File: config.mk
export PLATFORM = sky130hd
export DESIGN_NAME = ps2_host_tx
export DESIGN_NICKNAME = d
export VERILOG_FILES = /design/src/rtl/ps2_host_tx.sv
export SDC_FILE = /design/constraint.sdc
export NUM_CORES = 1
export LEC_CHECK = 0
export CAP_MARGIN = 5
export CORE_UTILIZATION = 49
export CTS_BUF_LIST = sky130_fd_sc_hd__clkbuf_8
export CTS_CLUSTER_DIAMETER = 200
export CTS_CLUSTER_SIZE = 30
export DETAILED_ROUTE_END_ITERATION = 10
export GPL_TIMING_DRIVEN = 1
export PLACE_DENSITY = 0.73
export SYNTH_ARGS = -nofsm -noshare
export SYNTH_HDL_FRONTEND = slang
export SYNTH_SLANG_ARGS = --single-unit
export TNS_END_PERCENT = 1
File: constraint.sdc
create_clock -name CLK -period 1.8 [get_ports CLK]
set_input_delay 0.36 -clock CLK [delete_from_list [all_inputs] [get_ports CLK]]
set_output_delay 0.36 -clock CLK [all_outputs]
set_load 0.01 [all_outputs]
File: src/rtl/ps2_host_tx.sv
// ps2_host_tx: sends one command byte to a PS/2 device over the open-collector CLK/DAT lines.
// Define PS2_TX_TIMEOUT_EN to build the watchdog that aborts a transfer when the device stops clocking.
module ps2_host_tx #(
    parameter int INHIBIT_CYCLES = 1680,
    parameter int TIMEOUT_CYCLES = 280000
) (
    input  logic       CLK,
    input  logic       nRESET,
    input  logic [7:0] tx_data,
    input  logic       tx_start,
    input  logic       ps2_clk_in,
    input  logic       ps2_dat_in,
    output logic       ps2_clk_oe,
    output logic       ps2_dat_oe,
    output logic       busy,
    output logic       done,
    output logic       err_nack,
    output logic       err_timeout
);

    localparam int CNT_W = (INHIBIT_CYCLES > 1) ? $clog2(INHIBIT_CYCLES) : 1;

    typedef enum logic [2:0] {
        S_IDLE,
        S_INHIBIT,
        S_REQ,
        S_SEND,
        S_ACK,
        S_WAIT_IDLE
    } state_t;

    state_t           state_q;
    logic [1:0]       clk_sync_q;
    logic [1:0]       dat_sync_q;
    logic             clk_prev_q;
    logic [9:0]       sh_q;
    logic [3:0]       bitcnt_q;
    logic [CNT_W-1:0] cnt_q;
    logic             nack_q;
    logic             clk_oe_q;
    logic             dat_oe_q;
    logic             busy_q;
    logic             done_q;
    logic             err_nack_q;

    logic             clk_s;
    logic             dat_s;
    logic             fe;

`ifdef PS2_TX_TIMEOUT_EN
    localparam int WD_W = (TIMEOUT_CYCLES > 1) ? $clog2(TIMEOUT_CYCLES) : 1;

    logic [WD_W-1:0]  wd_q;
    logic             err_timeout_q;
`endif

    // Pins idle high, so the synchronisers reset to 1 to avoid a spurious edge after reset.
    always_ff @(posedge CLK) begin
        if (!nRESET) begin
            clk_sync_q <= 2'b11;
            dat_sync_q <= 2'b11;
            clk_prev_q <= 1'b1;
        end else begin
            // NOTE: non-blocking assignments let every flop sample the pre-edge value, so the chain really delays.
            clk_sync_q <= {clk_sync_q[0], ps2_clk_in};
            dat_sync_q <= {dat_sync_q[0], ps2_dat_in};
            clk_prev_q <= clk_sync_q[1];
        end
    end

    assign clk_s = clk_sync_q[1];
    assign dat_s = dat_sync_q[1];
    assign fe    = clk_prev_q & ~clk_s;

    always_ff @(posedge CLK) begin
        if (!nRESET) begin
            state_q    <= S_IDLE;
            sh_q       <= '0;
            bitcnt_q   <= '0;
            cnt_q      <= '0;
            nack_q     <= 1'b0;
            clk_oe_q   <= 1'b0;
            dat_oe_q   <= 1'b0;
            busy_q     <= 1'b0;
            done_q     <= 1'b0;
            err_nack_q <= 1'b0;
`ifdef PS2_TX_TIMEOUT_EN
            wd_q          <= '0;
            err_timeout_q <= 1'b0;
`endif
        end else begin
            done_q     <= 1'b0;
            err_nack_q <= 1'b0;
`ifdef PS2_TX_TIMEOUT_EN
            err_timeout_q <= 1'b0;
`endif
            case (state_q)
                S_IDLE: begin
                    clk_oe_q <= 1'b0;
                    dat_oe_q <= 1'b0;
                    busy_q   <= 1'b0;
                    // busy_q is still set during the done cycle, which blocks a same-cycle restart.
                    if (tx_start && !busy_q) begin
                        sh_q     <= {1'b1, ~^tx_data, tx_data};
                        bitcnt_q <= '0;
                        cnt_q    <= '0;
                        nack_q   <= 1'b0;
                        busy_q   <= 1'b1;
                        clk_oe_q <= 1'b1;
                        state_q  <= S_INHIBIT;
                    end
                end

                S_INHIBIT: begin
                    if (cnt_q == CNT_W'(INHIBIT_CYCLES - 1)) begin
                        dat_oe_q <= 1'b1;
                        state_q  <= S_REQ;
                    end else begin
                        cnt_q <= cnt_q + CNT_W'(1);
                    end
                end

                S_REQ: begin
                    clk_oe_q <= 1'b0;
                    state_q  <= S_SEND;
                end

                S_SEND: begin
                    if (fe) begin
                        dat_oe_q <= ~sh_q[0];
                        sh_q     <= {1'b0, sh_q[9:1]};
                        bitcnt_q <= bitcnt_q + 4'd1;
                        if (bitcnt_q == 4'd9) begin
                            state_q <= S_ACK;
                        end
                    end
                end

                S_ACK: begin
                    if (fe) begin
                        nack_q  <= dat_s;
                        state_q <= S_WAIT_IDLE;
                    end
                end

                S_WAIT_IDLE: begin
                    if (clk_s && dat_s) begin
                        clk_oe_q   <= 1'b0;
                        dat_oe_q   <= 1'b0;
                        done_q     <= 1'b1;
                        err_nack_q <= nack_q;
                        state_q    <= S_IDLE;
                    end
                end

                default: begin
                    clk_oe_q <= 1'b0;
                    dat_oe_q <= 1'b0;
                    state_q  <= S_IDLE;
                end
            endcase

`ifdef PS2_TX_TIMEOUT_EN
            // Placed after the case so an expired watchdog overrides the normal transition.
            if (state_q == S_REQ || fe) begin
                wd_q <= '0;
            end else if (state_q inside {S_SEND, S_ACK, S_WAIT_IDLE}) begin
                wd_q <= wd_q + WD_W'(1);
                if (wd_q == WD_W'(TIMEOUT_CYCLES - 1)) begin
                    clk_oe_q      <= 1'b0;
                    dat_oe_q      <= 1'b0;
                    done_q        <= 1'b1;
                    err_nack_q    <= 1'b0;
                    err_timeout_q <= 1'b1;
                    state_q       <= S_IDLE;
                end
            end
`endif
        end
    end

    assign ps2_clk_oe = clk_oe_q;
    assign ps2_dat_oe = dat_oe_q;
    assign busy       = busy_q;
    assign done       = done_q;
    assign err_nack   = err_nack_q;

`ifdef PS2_TX_TIMEOUT_EN
    assign err_timeout = err_timeout_q;
`else
    assign err_timeout = 1'b0;
`endif

endmodule

==> results of run 1 <==
==> state kept, by name, indices dropped and copies added, names as in the netlist, 2 cells and up <==
| name | cells |
|---|---|
| bitcnt_q | 4 |
| sh_q | 10 |
| cnt_q | 11 |
| state_q | 3 |
| clk_sync_q | 2 |
| dat_sync_q | 2 |
==> cell type report <==
type | count | area, µm² | area share [%]
repair buffers | 38 | 355 | 15.2
flip-flops and latches | 39 | 781 | 33.3
clock buffers | 5 | 68.8 | 2.94
inverters | 4 | 15.0 | 0.641
multi-input cells | 159 | 1060 | 45.2
well taps | 48 | 60.1 | 2.56
clock inverters | 1 | 3.75 | 0.160
==> routing by layer <==
| metal | share of wire, % | up-vias |
|---|---|---|
| li1 | - | 818 |
| met3 | 3.1 | 7 |
| met4 | 1.9 | 0 |
| met2 | 43 | 26 |
| met1 | 52 | 749 |
| met5 | 0 | - |
==> repair_timing <==
item / CTS / global route
resized for setup: 0 / 5
pin swaps: 0 / 1
hold buffers: 0 / 0
endpoints found under the setup margin: 1 / 15
gates cloned: 0 / 0
==> worst max-delay path, delay by kind of cell, from the launching register on <==
family                 cells  cell delay (ns)
buffers and inverters      1             0.16
multiplexers               1             0.18
flip-flops                 1             0.35
AND/OR/NAND/NOR            2             0.63
AO/OA/AOI/OAI              1             0.23
==> worst max path at each step <==
stage | from | end | slack, ns | cells past startpoint
floorplan | busy | sh_q[8] | 0.18 | 5
detailed placement | tx_start | bitcnt_q[3] | -0.31 | 6
global route | cnt_q[1] | cnt_q[4] | 0.07 | 5
global placement | tx_start | bitcnt_q[3] | -0.27 | 6
finish | busy | bitcnt_q[0] | 0.17 | 5
CTS | tx_start | bitcnt_q[3] | -0.002 | 6
==> synth_stat cells (6+ instances only) <==
master | n | area [µm²]
a21boi_0 | 7 | 52.6
clkbuf_1 | 7 | 26.3
dfxtp_1 | 39 | 781
nand2_1 | 19 | 71.3
nand2b_1 | 7 | 43.8
nand3_1 | 22 | 110
nor2_1 | 15 | 56.3
o211a_1 | 8 | 80.1
o21ai_0 | 6 | 30.0
xnor2_1 | 13 | 114
==> metrics by stage <==
stage	hold slack [ns]	std cells	TNS (ns)
finish	0.407	294	0
floorplan	0.386	216	0
global route	0.417	294	0
global placement	0.395	288	-3.50
CTS	0.409	294	-0.00170
detailed placement	0.393	288	-3.63
==> kinds of logic (layout without fill, tap and decap cells) <==
logic type	after synthesis	after routing
AOI/OAI and AO/OA	38	38
xor gates and xnor gates	17	17
adders and majority gates	3	3
buffers and inverters	18	48
DFF	39	39
muxes	4	4
other	1	1
and+or+nand+nor	96	96
==> where the power goes <==
part	switching, mW	internal (mW)
clock network	0.273	0.252
logic	0.117	0.147
registers	0.0213	0.901
total	0.411	1.30
==> impl_metrics.py, run 1 <==
metrics = {
    "drt": {
        "drtAntennaViolNets": 0,
        "vias": 1600,
        "routedWlPerCell_um": 13.0,
        "wl_um": 3830,
        "via_per_inst": 5.44,
        "dr.pass1.iters": 4,
        "drc": 0,
        "drtIter0Drc": 54,
    },
    "floorplanning": {
        "core_um2": 3690,
        "die-height_um": 64.4,
        "die_w_um": 64.4,
        "start_util_pct": 51.7,
        "fp-row-count": 22,
        "ioPinCount": 19,
        "fp.dieArea_um2": 4150,
    },
    "place": {
        "place_congestion": 0.781,
        "hpwl_um": 2810,
        "dp_slack_ns": -0.306,
        "port_buffers": 17,
        "post_dp_cell_area_um2": 2250,
    },
    "synth": {
        "synthesis.nets": 232,
        "synth.avg_cell_area_um2": 8.83,
        "synth_xor_area_share_pct": 7.80,
        "synth_cells": 216,
        "muxShareOfSynthArea_pct": 2.10,
        "ys.warnings.count": 0,
        "synth_top_family_by_area": "simple AND/OR/NAND/NOR gates",
        "yosys.area_share.simple_pct": 27.5,
        "synthAdderAreaFrac_pct": 1.97,
        "yosysUniqueCellTypes": 42,
        "seq_area_frac_synth_pct": 40.9,
        "async_reset_ff_share_pct": 0,
        "synth_edf_count": 0,
        "ys_seq_elements": 39,
        "syn_area_um2": 1910,
        "synth-compound-area-share_pct": 15.1,
        "synthFlopType": "dfxtp_1",
    },
    "power": {
        "p_total_mw": 1.71,
        "ir_worst_vdd_mv": 0.494,
        "power.leakage_nw": 0.935,
        "p_per_area_nw_per_um2": 730,
    },
    "cts": {
        "cts_max_path_buffers": 2,
        "clkSlewWorstSetupHoldPaths_ns": 0.07,
        "postCtsSetupRepairBufs": 0,
        "insertion_delay_ns": 0.29,
        "clockRootBuffer": "clkbuf_8",
        "htreeDepth": 2,
        "cts_tree": "yes",
        "cts_sinks": 39,
        "cts-buffers-inserted": 5,
    },
    "global_routing": {
        "grt_pass1_vias": 1498,
        "use_met3_pct": 4.46,
        "antenna_found_initial": 0,
        "grt_pass1_wl_um": 6730,
        "use_met1_pct": 29.2,
        "grt_max_degree": 19,
        "top_usage_layer": "met2",
        "grt_overflow": 0,
        "use_met2_pct": 30.8,
        "track_usage_pct": 21.1,
    },
    "worst_setup_path": {
        "critPathCaptureType": "flop",
        "cpMaxStageDelayCell": "or4b_4",
        "path_max_fanout": 5,
        "required_ns": 1.98,
        "rrSetupSlack_ns": 0.17,
        "worstPathArrival_ns": 1.82,
        "cp_cell_sequence": "or4b_4, a21oi_4, buf_4, mux2i_1, nor2b_1",
        "slowest_delay_ns": 0.57,
        "critPathKind": "flop to flop",
        "rr_worst_depth": 5,
        "regToRegEndpoint": "bitcnt_q[0]",
        "reg2reg_from": "busy",
        "start_kind": "flop",
    },
    "sta": {
        "worstMarginPinSlew_ns": 0.502,
        "slew_viol_final": 0,
        "finalWorstSetupSlack_ns": 0.168,
        "finalSetupViolCount": 0,
        "clock.fmax_ghz": 0.613,
        "final-hold-violation-count": 0,
        "post-route-min-period_ns": 1.63,
        "slew_headroom_pct": 66.5,
        "finalCritPeriodShare_pct": 90.7,
        "rsz0062_at_grt": "no",
        "clock_skew_ns": 0.00551,
    },
    "min_path": {
        "hp-start": "clk_sync_q[0]",
        "min_path_cells": 1,
        "worstHoldEndpoint": "clk_sync_q[1]",
        "hp-class": "flop to flop",
    },
    "job": {
        "drv_cap": 0,
    },
    "finish": {
        "syn_to_final_growth_pct": 22.8,
        "final_cell_area_um2": 2340,
        "nets": 263,
        "drive_gt1_share_pct": 14.2,
        "n_fill_cell": 333,
        "n_antenna_cell": 0,
        "mostFrequentLayoutCell": "dfxtp_1",
        "fin_util_pct": 63.5,
        "final_cell_mix": "dfxtp_1, nand3_1, nand2_1, buf_4, clkdlybuf4s50_1",
    },
    "status": {
        "status": "finished clean",
    },
}
Note: power is estimated with default switching activity, not from simulation.
==> run 2, diff against run 1 <==
--- a/config.mk
+++ b/config.mk
@@ -16,4 +16,4 @@
 export SYNTH_ARGS = -nofsm -noshare
 export SYNTH_HDL_FRONTEND = slang
 export SYNTH_SLANG_ARGS = --single-unit
-export TNS_END_PERCENT = 1
+export TNS_END_PERCENT = 50
==> run 2 against run 1 <==
Against the previous run: hold slack about the same; wire length up 1.5%; clock power about the same; via count up 0.81%; worst setup slack worse by 0.059 ns; first-iteration DRC count up 15%; non-clock buffer count up 1; sequential cell count unchanged; total power up 0.91%; count of clock-buffer cells in the layout unchanged; design area up 1.2%; register-to-register slack worse by 0.06 ns; critical path type unchanged; critical endpoint unchanged; highest routed layer unchanged.
==> impl_metrics.py, run 2 (synthesis results as in run 1) <==
metrics = {
    "status": {
        "status": "finished clean",
    },
    "min_path": {
        "min_path_cells": 1,
        "hp-class": "flop to flop",
        "worstHoldEndpoint": "clk_sync_q[1]",
        "hp-start": "clk_sync_q[0]",
    },
    "place": {
        "place_congestion": 0.781,
        "hpwl_um": 2810,
        "placed_cells": 288,
        "dp_slack_ns": -0.306,
        "port_buffers": 17,
    },
    "cts": {
        "htreeDepth": 2,
        "cts_max_path_buffers": 2,
        "cts-buffers-inserted": 5,
        "cts_sinks": 39,
        "cts_tree": "yes",
        "cts_hold_buf": 0,
        "clkSlewWorstSetupHoldPaths_ns": 0.07,
        "clockRootBuffer": "clkbuf_8",
        "insertion_delay_ns": 0.29,
        "postCtsSetupRepairBufs": 0,
    },
    "drt": {
        "vias": 1613,
        "wl_um": 3890,
        "dr.pass1.iters": 4,
        "routedWlPerCell_um": 13.2,
        "via_per_inst": 5.47,
        "drtAntennaViolNets": 0,
        "drc": 0,
        "drtIter0Drc": 62,
    },
    "floorplanning": {
        "start_util_pct": 51.7,
        "fp-row-count": 22,
        "core_um2": 3690,
        "die_w_um": 64.4,
        "fp.dieArea_um2": 4150,
        "ioPinCount": 19,
        "die-height_um": 64.4,
    },
    "worst_setup_path": {
        "regToRegEndpoint": "bitcnt_q[0]",
        "rrSetupSlack_ns": 0.11,
        "critPathCaptureType": "flop",
        "reg2reg_from": "busy",
        "path_max_fanout": 5,
        "required_ns": 1.98,
        "start_kind": "flop",
        "worstPathArrival_ns": 1.88,
        "rr_worst_depth": 5,
        "critPathKind": "flop to flop",
    },
    "power": {
        "intPower_mw": 1.31,
        "power_switching_share_pct": 24.1,
        "power.leakage_nw": 0.947,
        "p_per_area_nw_per_um2": 728,
        "p_sw_mw": 0.416,
        "combPwrFrac_pct": 16.1,
        "ir_worst_vdd_mv": 0.490,
        "pwr-share-clk_pct": 30.5,
        "pwr-share-seq_pct": 53.4,
    },
    "sta": {
        "finalCritPeriodShare_pct": 94.0,
        "slew_headroom_pct": 66.3,
        "finalWorstSetupSlack_ns": 0.109,
        "slew_viol_final": 0,
        "clock_skew_ns": 0.00562,
        "clock.fmax_ghz": 0.591,
        "finalSetupViolCount": 0,
        "worstMarginPinSlew_ns": 0.505,
        "post-route-min-period_ns": 1.69,
        "rsz0062_at_grt": "no",
        "final-hold-violation-count": 0,
    },
    "finish": {
        "mostFrequentLayoutCell": "dfxtp_1",
        "largest_reg_flops": 11,
        "final_cell_mix": "dfxtp_1, nand3_1, nand2_1",
        "syn_to_final_growth_pct": 24.3,
        "reg_top3": "cnt_q (11), sh_q (10), bitcnt_q (4)",
        "largest_register": "cnt_q",
        "n_antenna_cell": 0,
        "drive_gt1_share_pct": 14.6,
        "nets": 264,
        "instances_no_fill": 295,
    },
    "global_routing": {
        "grt_max_degree": 19,
        "track_usage_pct": 21.1,
        "grt_pass1_wl_um": 6730,
        "antenna_found_initial": 0,
        "grt_overflow": 0,
        "grt_pass1_vias": 1498,
    },
    "job": {
        "drv_cap": 0,
    },
}
run 2: cell type report:
cell class	count	area, µm²
fillers	327	1320
multi-input cells	159	1060
flip-flops and latches	39	781
repair buffers	39	384
clock buffers	5	68.8
well taps	48	60.1
inverters	4	15.0
clock inverters	1	3.75
run 2: metal layers:
| layer | wire [µm] | global-route usage (%) |
|---|---|---|
| met1 | 2010 | 29.2 |
| met2 | 1660 | 30.8 |
| met3 | 140 | 4.46 |
| met4 | 74 | 10.0 |
| met5 | 0 | 0 |
run 2: worst max-delay path, cell delays in order (launching register included):
cell and delay (ns):
dfxtp_1 0.35, or4b_4 0.57, a21oi_4 0.27, buf_4 0.17, mux2i_1 0.18, nor2b_1 0.06
run 2: through the flow:
| stage | hold WS [ns] | util, % | setup TNS, ns | total power [mW] | area (µm²) |
|---|---|---|---|---|---|
| 3_5_place_dp | 0.393 | 61.0 | -3.63 | 1.20 | 2250 |
| 3_3_place_gp | 0.395 | 61.0 | -3.50 | 1.20 | 2250 |
| 5_1_grt | 0.417 | 64.3 | 0 | 1.81 | 2370 |
| 4_1_cts | 0.409 | 63.0 | -0.00170 | 1.73 | 2320 |
| 6_report | 0.407 | 64.3 | 0 | 1.73 | 2370 |
| 2_1_floorplan | 0.386 | - | 0 | 1.09 | 1910 |
run 2: repair_timing:
action,4_1_cts,5_1_grt
resized for setup,0,6
gates cloned,0,1
pin swaps,0,4
setup endpoints to repair,1,15
run 2: worst max path at each step:
stage | endpoint | cells past startpoint | start | slack, ns
floorplan | sh_q[8] | 5 | busy | 0.18
global placement | bitcnt_q[3] | 6 | tx_start | -0.27
detailed placement | bitcnt_q[3] | 6 | tx_start | -0.31
CTS | bitcnt_q[3] | 6 | tx_start | -0.002
global route | bitcnt_q[0] | 6 | state_q[0] | 0.03
finish | bitcnt_q[0] | 5 | busy | 0.11
run 2: power groups by stage:
stage | sequential [mW] | clock [mW] | combinational [mW]
floorplan | 0.941 | 0 | 0.150
global placement | 0.941 | 0 | 0.257
detailed placement | 0.942 | 0 | 0.263
CTS | 0.922 | 0.539 | 0.264
global route | 0.927 | 0.581 | 0.301
finish | 0.923 | 0.527 | 0.277
